### config.mk
export PLATFORM = sky130hd
export DESIGN_NAME = reg_file_sb_flat
export DESIGN_NICKNAME = d
export VERILOG_FILES = /design/src/rtl/reg_file_sb_if.sv /design/src/rtl/reg_file_sb.sv /design/src/flat_wrapper.sv
export SDC_FILE = /design/constraint.sdc
export NUM_CORES = 2
export LEC_CHECK = 0
export BUFFER_PORTS_ARGS = -buffer_cell sky130_fd_sc_hd__buf_2
export CAP_MARGIN = 30
export CORE_MARGIN = 2
export CORE_UTILIZATION = 35
export DETAILED_ROUTE_END_ITERATION = 10
export HOLD_SLACK_MARGIN = 0.1
export PLACE_DENSITY = 0.59
export SLEW_MARGIN = 5
export SYNTH_ARGS = -nofsm -noshare
export SYNTH_HDL_FRONTEND = slang
export SYNTH_SLANG_ARGS = --single-unit
### constraint.sdc
create_clock -name clk -period 3.75 [get_ports clk]
set_clock_uncertainty 0.1 [all_clocks]
set_input_delay 0.375 -clock clk [delete_from_list [all_inputs] [get_ports clk]]
set_output_delay 0.375 -clock clk [all_outputs]
set_load 0.02 [all_outputs]
### src/rtl/reg_file_sb_if.sv
`default_nettype none
// ============================================================================
// Module   : reg_file_sb_if
// Purpose  : Write-back, read and issue signals of the scoreboarded register file.
// Revision : 1.0 - initial release
// ============================================================================
interface reg_file_sb_if #(
    parameter int WIDTH = 32,
    parameter int DEPTH = 32,
    parameter int NREAD = 2
);
    localparam int c_AW = (DEPTH > 1) ? $clog2(DEPTH) : 1;
    localparam int c_CW = $clog2(DEPTH + 1);

    logic                   we;
    logic [c_AW-1:0]        wa;
    logic [WIDTH-1:0]       wd;
    logic [NREAD*c_AW-1:0]  ra;
    logic [NREAD*WIDTH-1:0] rd;
    logic [NREAD-1:0]       rd_busy;
    logic                   iss_en;
    logic [c_AW-1:0]        iss_addr;
    logic [c_CW-1:0]        busy_cnt;

    modport master (
        output we, wa, wd, ra, iss_en, iss_addr,
        input  rd, rd_busy, busy_cnt
    );

    modport slave (
        input  we, wa, wd, ra, iss_en, iss_addr,
        output rd, rd_busy, busy_cnt
    );
endinterface
`default_nettype wire

### src/rtl/reg_file_sb.sv
`default_nettype none
// ============================================================================
// Module   : reg_file_sb
// Purpose  : Multi-port register file with write-through bypass and busy scoreboard.
// Revision : 1.0 - initial release
// ============================================================================
module reg_file_sb #(
    parameter int WIDTH    = 32,
    parameter int DEPTH    = 32,
    parameter int NREAD    = 2,
    parameter int ZERO_REG = 1,
    parameter int BYPASS   = 1
) (
    input wire logic     clk,
    input wire logic     reset,
    reg_file_sb_if.slave bus
);
    localparam int c_AW     = (DEPTH > 1) ? $clog2(DEPTH) : 1;
    localparam int c_CW     = $clog2(DEPTH + 1);
    localparam bit c_ZERO   = (ZERO_REG != 0);
    localparam bit c_BYPASS = (BYPASS != 0);

    logic [WIDTH-1:0] r_rf [DEPTH];
    logic [DEPTH-1:0] r_busy;
    logic [c_CW-1:0]  r_busy_cnt;

    logic w_wr;
    logic w_set;
    logic w_inc;
    logic w_dec;

    assign w_wr  = bus.we && !(c_ZERO && (bus.wa == '0));
    assign w_set = bus.iss_en && !(c_ZERO && (bus.iss_addr == '0));
    // A same-register clear+set leaves the bit set, so it never counts as a decrement.
    assign w_inc = w_set && !r_busy[bus.iss_addr];
    assign w_dec = bus.we && r_busy[bus.wa] && !(w_set && (bus.iss_addr == bus.wa));

    always_ff @(posedge clk) begin
        if (reset) begin
            for (int i = 0; i < DEPTH; i++) begin
                r_rf[i] <= '0;
            end
            r_busy     <= '0;
            r_busy_cnt <= '0;
        end else begin
            if (w_wr) begin
                r_rf[bus.wa] <= bus.wd;
            end
            if (bus.we) begin
                r_busy[bus.wa] <= 1'b0;
            end
            // Later assignment wins, so a new producer overrides the write-back clear.
            if (w_set) begin
                r_busy[bus.iss_addr] <= 1'b1;
            end
            if (w_inc && !w_dec) begin
                r_busy_cnt <= r_busy_cnt + c_CW'(1);
            end else if (w_dec && !w_inc) begin
                r_busy_cnt <= r_busy_cnt - c_CW'(1);
            end
        end
    end

    assign bus.busy_cnt = r_busy_cnt;

    for (genvar gi = 0; gi < NREAD; gi++) begin : g_rd
        logic [c_AW-1:0] w_ra;
        logic            w_zero;
        logic            w_fwd;

        assign w_ra   = bus.ra[gi*c_AW +: c_AW];
        assign w_zero = c_ZERO && (w_ra == '0);
        assign w_fwd  = c_BYPASS && bus.we && (bus.wa == w_ra);

        assign bus.rd[gi*WIDTH +: WIDTH] = w_zero ? '0 :
                                           w_fwd  ? bus.wd :
                                                    r_rf[w_ra];
        assign bus.rd_busy[gi] = !w_zero && !w_fwd && r_busy[w_ra];
    end
endmodule
`default_nettype wire

### src/flat_wrapper.sv
// flat-port wrapper written by rule: the top's interface ports become plain ports
module reg_file_sb_flat 
#(
    parameter int WIDTH    = 32,
    parameter int DEPTH    = 32,
    parameter int NREAD    = 2,
    parameter int ZERO_REG = 1,
    parameter int BYPASS   = 1
)
  (clk, reset, bus_we, bus_wa, bus_wd, bus_ra, bus_iss_en, bus_iss_addr, bus_rd, bus_rd_busy, bus_busy_cnt);
  reg_file_sb_if #(.WIDTH(WIDTH), .DEPTH(DEPTH), .NREAD(NREAD)) bus_i ();
  input wire logic clk;
  input wire logic reset;
  input wire logic [$bits(bus_i.we)-1:0] bus_we;
  input wire logic [$bits(bus_i.wa)-1:0] bus_wa;
  input wire logic [$bits(bus_i.wd)-1:0] bus_wd;
  input wire logic [$bits(bus_i.ra)-1:0] bus_ra;
  input wire logic [$bits(bus_i.iss_en)-1:0] bus_iss_en;
  input wire logic [$bits(bus_i.iss_addr)-1:0] bus_iss_addr;
  output wire logic [$bits(bus_i.rd)-1:0] bus_rd;
  output wire logic [$bits(bus_i.rd_busy)-1:0] bus_rd_busy;
  output wire logic [$bits(bus_i.busy_cnt)-1:0] bus_busy_cnt;
  assign bus_i.we = bus_we;
  assign bus_i.wa = bus_wa;
  assign bus_i.wd = bus_wd;
  assign bus_i.ra = bus_ra;
  assign bus_i.iss_en = bus_iss_en;
  assign bus_i.iss_addr = bus_iss_addr;
  assign bus_rd = bus_i.rd;
  assign bus_rd_busy = bus_i.rd_busy;
  assign bus_busy_cnt = bus_i.busy_cnt;
  reg_file_sb #(.WIDTH(WIDTH), .DEPTH(DEPTH), .NREAD(NREAD), .ZERO_REG(ZERO_REG), .BYPASS(BYPASS)) u_core (.clk(clk), .reset(reset), .bus(bus_i));
endmodule
==> results by group <==
Status
  – Status: finished, final reports clean

Global route
  – Vias in the first global route: 40,441
  – Total global routing overflow: 0
  – Antenna violations before repair: 30
  – GRT Util Overall: 26.3%
  – Pin count of the biggest net entering global routing: 98
  – First-pass GRT wire length: 317,000 um

Synth
  – Synth Flop Type: edfxtp_1
  – Area fraction of the dominant cell type after synthesis: 52.6%
  – Synth cell types: 73
  – Syn Area/Cell: 13.9 um^2
  – Async SR Flop Fraction: 0%
  – Number of synthesized flops with an enable pin: 1,024
  – Commonest cells post-synth: edfxtp_1 (1,024), and2_1 (749), mux4_2 (434)
  – Sequential-to-total area share from yosys stat: 53.9%
  – Synth Register Bits: 1,062
  – Synth area leaders: edfxtp_1 (53%), mux4_2 (17%), and2_1 (8.0%), mux2i_1 (4.1%), nor3_1 (2.6%)
  – YS warnings: 0
  – Post-synth top area cell: edfxtp_1
  – Most common cell in the netlist: edfxtp_1
  – Post-Synthesis Cells: 4,212
  – Post-Syn Area: 58,500 um^2

Die
  – # IOs: 128
  – Full die area: 170,000 um^2
  – Die Height: 413 um
  – Placeable Area: 165,000 um^2
  – Die Wd: 413 um
  – Initial Utilization: 35.3%
  – Floorplan row count: 149

Timing
  – FMAX: 271 MHz
  – Fraction of the cycle the final worst path needs: 98.4%
  – Final setup viols: 0
  – RSZ-0062 raised after global routing: no
  – Minimum clock period: 3.69 ns
  – Worst slew pin tran: 1.05 ns
  – Slew Limit Fails: 0
  – Slew headroom: 30.1%
  – Final hold violation count: 0

Clock network
  – Max H-tree Level: 3
  – Clk pin slew, worst setup/hold paths: 0.06 ns
  – # Post-CTS Setup Buffers: 0
  – CTS tree: yes
  – Sink Count: 1,062
  – CTS root buffer: clkbuf_16
  – CTS Buffer Depth: 3
  – Worst-skew pair later-pin latency: 0.77 ns
  – CTS buffer count: 114

Pwr
  – NetSw: 8.05 mW
  – Internal Pwr Total: 21.4 mW
  – Combinational Power Share: 15.0%
  – Lkg Pwr: 22.9 nW
  – Power per Cell Area: 442 nW/um^2
  – Tot Pwr: 29.4 mW
  – Sequential power share: 47.5%
  – Clk pwr share: 37.5%
  – Max VDD drop: 0.397 mV
  – Sw Ratio: 27.4%

Cells and area
  – Area of the multi-input gates: 24,700 um^2
  – Final std cells w/o fill: 6,648
  – P&R area growth vs syn: 13.9%
  – FILL cells: 15,133
  – # nets final: 4,423
  – Layout cells sized above 1: 26.2%
  – Register area: 31,500 um^2
  – Core Util, Final: 40.2%
  – Finished Cell Area: 66,600 um^2

Setup path
  – Crit path cell chain: buf_2 > buf_4 > nand2b_1 > buf_4 > o22ai_1 > or4_1 > o211ai_1 > o211a_1 > buf_2
  – Worst Path Max Fanout: 13
  – Critical path class: input port to primary output
  – CP Depth: 9
  – Bufs and invs on worst path: 4
  – Crit-path slowest cell: or4_1
  – Slowest Stage Delay on Critical Path: 0.56 ns
  – Kind of cell adding the most delay to the critical path: buffers and inverters
  – Setup crit end kind: primary output
  – Req. time, crit path: 3.27 ns
  – Startpoint types: input port
  – Worst reg2reg path depth: 11
  – Critical path arrival: 3.21 ns

Route
  – Vias: 41,527
  – Drt wl/cell: 34.2 um
  – Via density: 6.25
  – Final WL: 227,000 um
  – DR iter-0 viols: 6,683
  – DRC violations left: 0
  – Pre-antenna DRT Iters: 5
  – Final ANT Viol Nets: 0

Hold path
  – Hold crit path type: input port to flip-flop
  – Worst hold path depth: 2

Job
  – Maximum Capacitance Violations: 0

Placed design
  – Routability Congestion: 0.916
  – Placed Cells incl. Taps: 6,424
  – DP HPWL: 146,000 um
  – Post-DP Area: 62,900 um^2
  – I/O Buffers: 127
[registers in the layout, indices dropped and copies added (netlist names)]
name	flops
u_core.r_busy	32
u_core.r_rf	1024
u_core.bus.busy_cnt	6
[cell usage in the layout, fill, tap and decap left out, types with 14 or more instances in the layout]
cell type and instances:
nand3_1 29, or2_2 32, a22oi_1 26, nor2_2 32, o21ai_0 64, dfxtp_1 38
buf_4 280, nand2b_1 14, o22ai_1 98, conb_1 32, mux4_2 434, nor2_1 55
clkbuf_16 115, mux2i_1 238, o221ai_1 14, buf_2 119, a221oi_1 74, and2_1 750
nand2_1 101, a21oi_1 99, nor3_1 303, a22o_1 22, o21ai_1 27, edfxtp_1 1024
mux2_2 19, clkinv_1 25, clkbuf_1 26, a221o_1 19, o211ai_1 15, inv_1 21
clkinv_2 21, buf_12 57
[routing by layer]
| layer | global-route usage (%) | part of all wire, % | up-vias |
|---|---|---|---|
| met5 | 0 | 0.033 | - |
| met4 | 13.2 | 5.6 | 12 |
| met3 | 5.80 | 11 | 559 |
| met2 | 40.1 | 45 | 2943 |
| met1 | 35.5 | 38 | 21327 |
| li1 | - | - | 16686 |
[stage by stage]
stage / setup WS [ns] / hold slack, ns / setup TNS, ns
6_report: 0.0610 / 0.158 / 0
5_1_grt: 0.0599 / 0.188 / 0
4_1_cts: 0.0722 / 0.119 / 0
3_5_place_dp: -0.0855 / 0.409 / -0.203
3_3_place_gp: -0.158 / 0.401 / -0.293
2_1_floorplan: 0.134 / 0.378 / 0
[path summary, 6_finish.rpt]
kind | startpoint | to | slack, ns
setup reg to reg | u_core.r_busy[31] | u_core.bus.busy_cnt[5] | 0.31
hold reg to reg | u_core.r_busy[28] | u_core.r_busy[28] | 0.42
hold / removal | bus_wd[16] | u_core.r_rf[26][16] | 0.16
setup / recovery | bus_ra[9] | bus_rd[58] | 0.06
[timing repair]
item                                    4_1_cts  5_1_grt
gates resized for setup                       1        1
hold buffers                                  9        0
pin swaps                                     0        0
endpoints found under the hold margin        37        0
endpoints found under the setup margin        2        1
[power by group through the flow]
stage	logic, mW	registers (mW)	clock network, mW
after global placement	4.29	14.2	0
after global routing	4.53	14.0	11.5
after CTS	4.32	14.0	11.1
final	4.40	14.0	11.0
after detailed placement	4.30	14.2	0
after floorplan	2.55	14.1	0
[logic make-up after synthesis]
logic type | after synthesis | synth area share [%]
simple gates | 1400 | 13.6
flops | 1062 | 53.9
mux | 691 | 21.2
compound gates | 542 | 6.47
buf+inv | 491 | 4.42
xor+xnor | 19 | 0.285
fa+ha+maj | 6 | 0.141
other cells | 1 | 0.00642
[final cells by class]
type | count | area share [%]
Sequential cell | 1062 | 47.3
Inverter | 23 | 0.130
Tap cell | 2189 | 4.12
Multi-Input combinational cell | 2690 | 37.1
Clock buffer | 141 | 4.47
Antenna cell | 11 | 0.0414
Timing Repair Buffer | 470 | 6.02
Clock inverter | 62 | 0.808
[worst register-to-register path: cells and delay by family (launching register included)]
| kind | cells | cell delay, ns |
|---|---|---|
| flip-flops | 1 | 0.34 |
| adder cells (fa/ha/maj) | 2 | 0.55 |
| AND/OR/NAND/NOR | 1 | 0.09 |
| multiplexers | 3 | 1.32 |
| AO/OA/AOI/OAI | 3 | 0.71 |
| buffers and inverters | 2 | 0.23 |
Note: power is estimated with default switching activity, not from simulation.
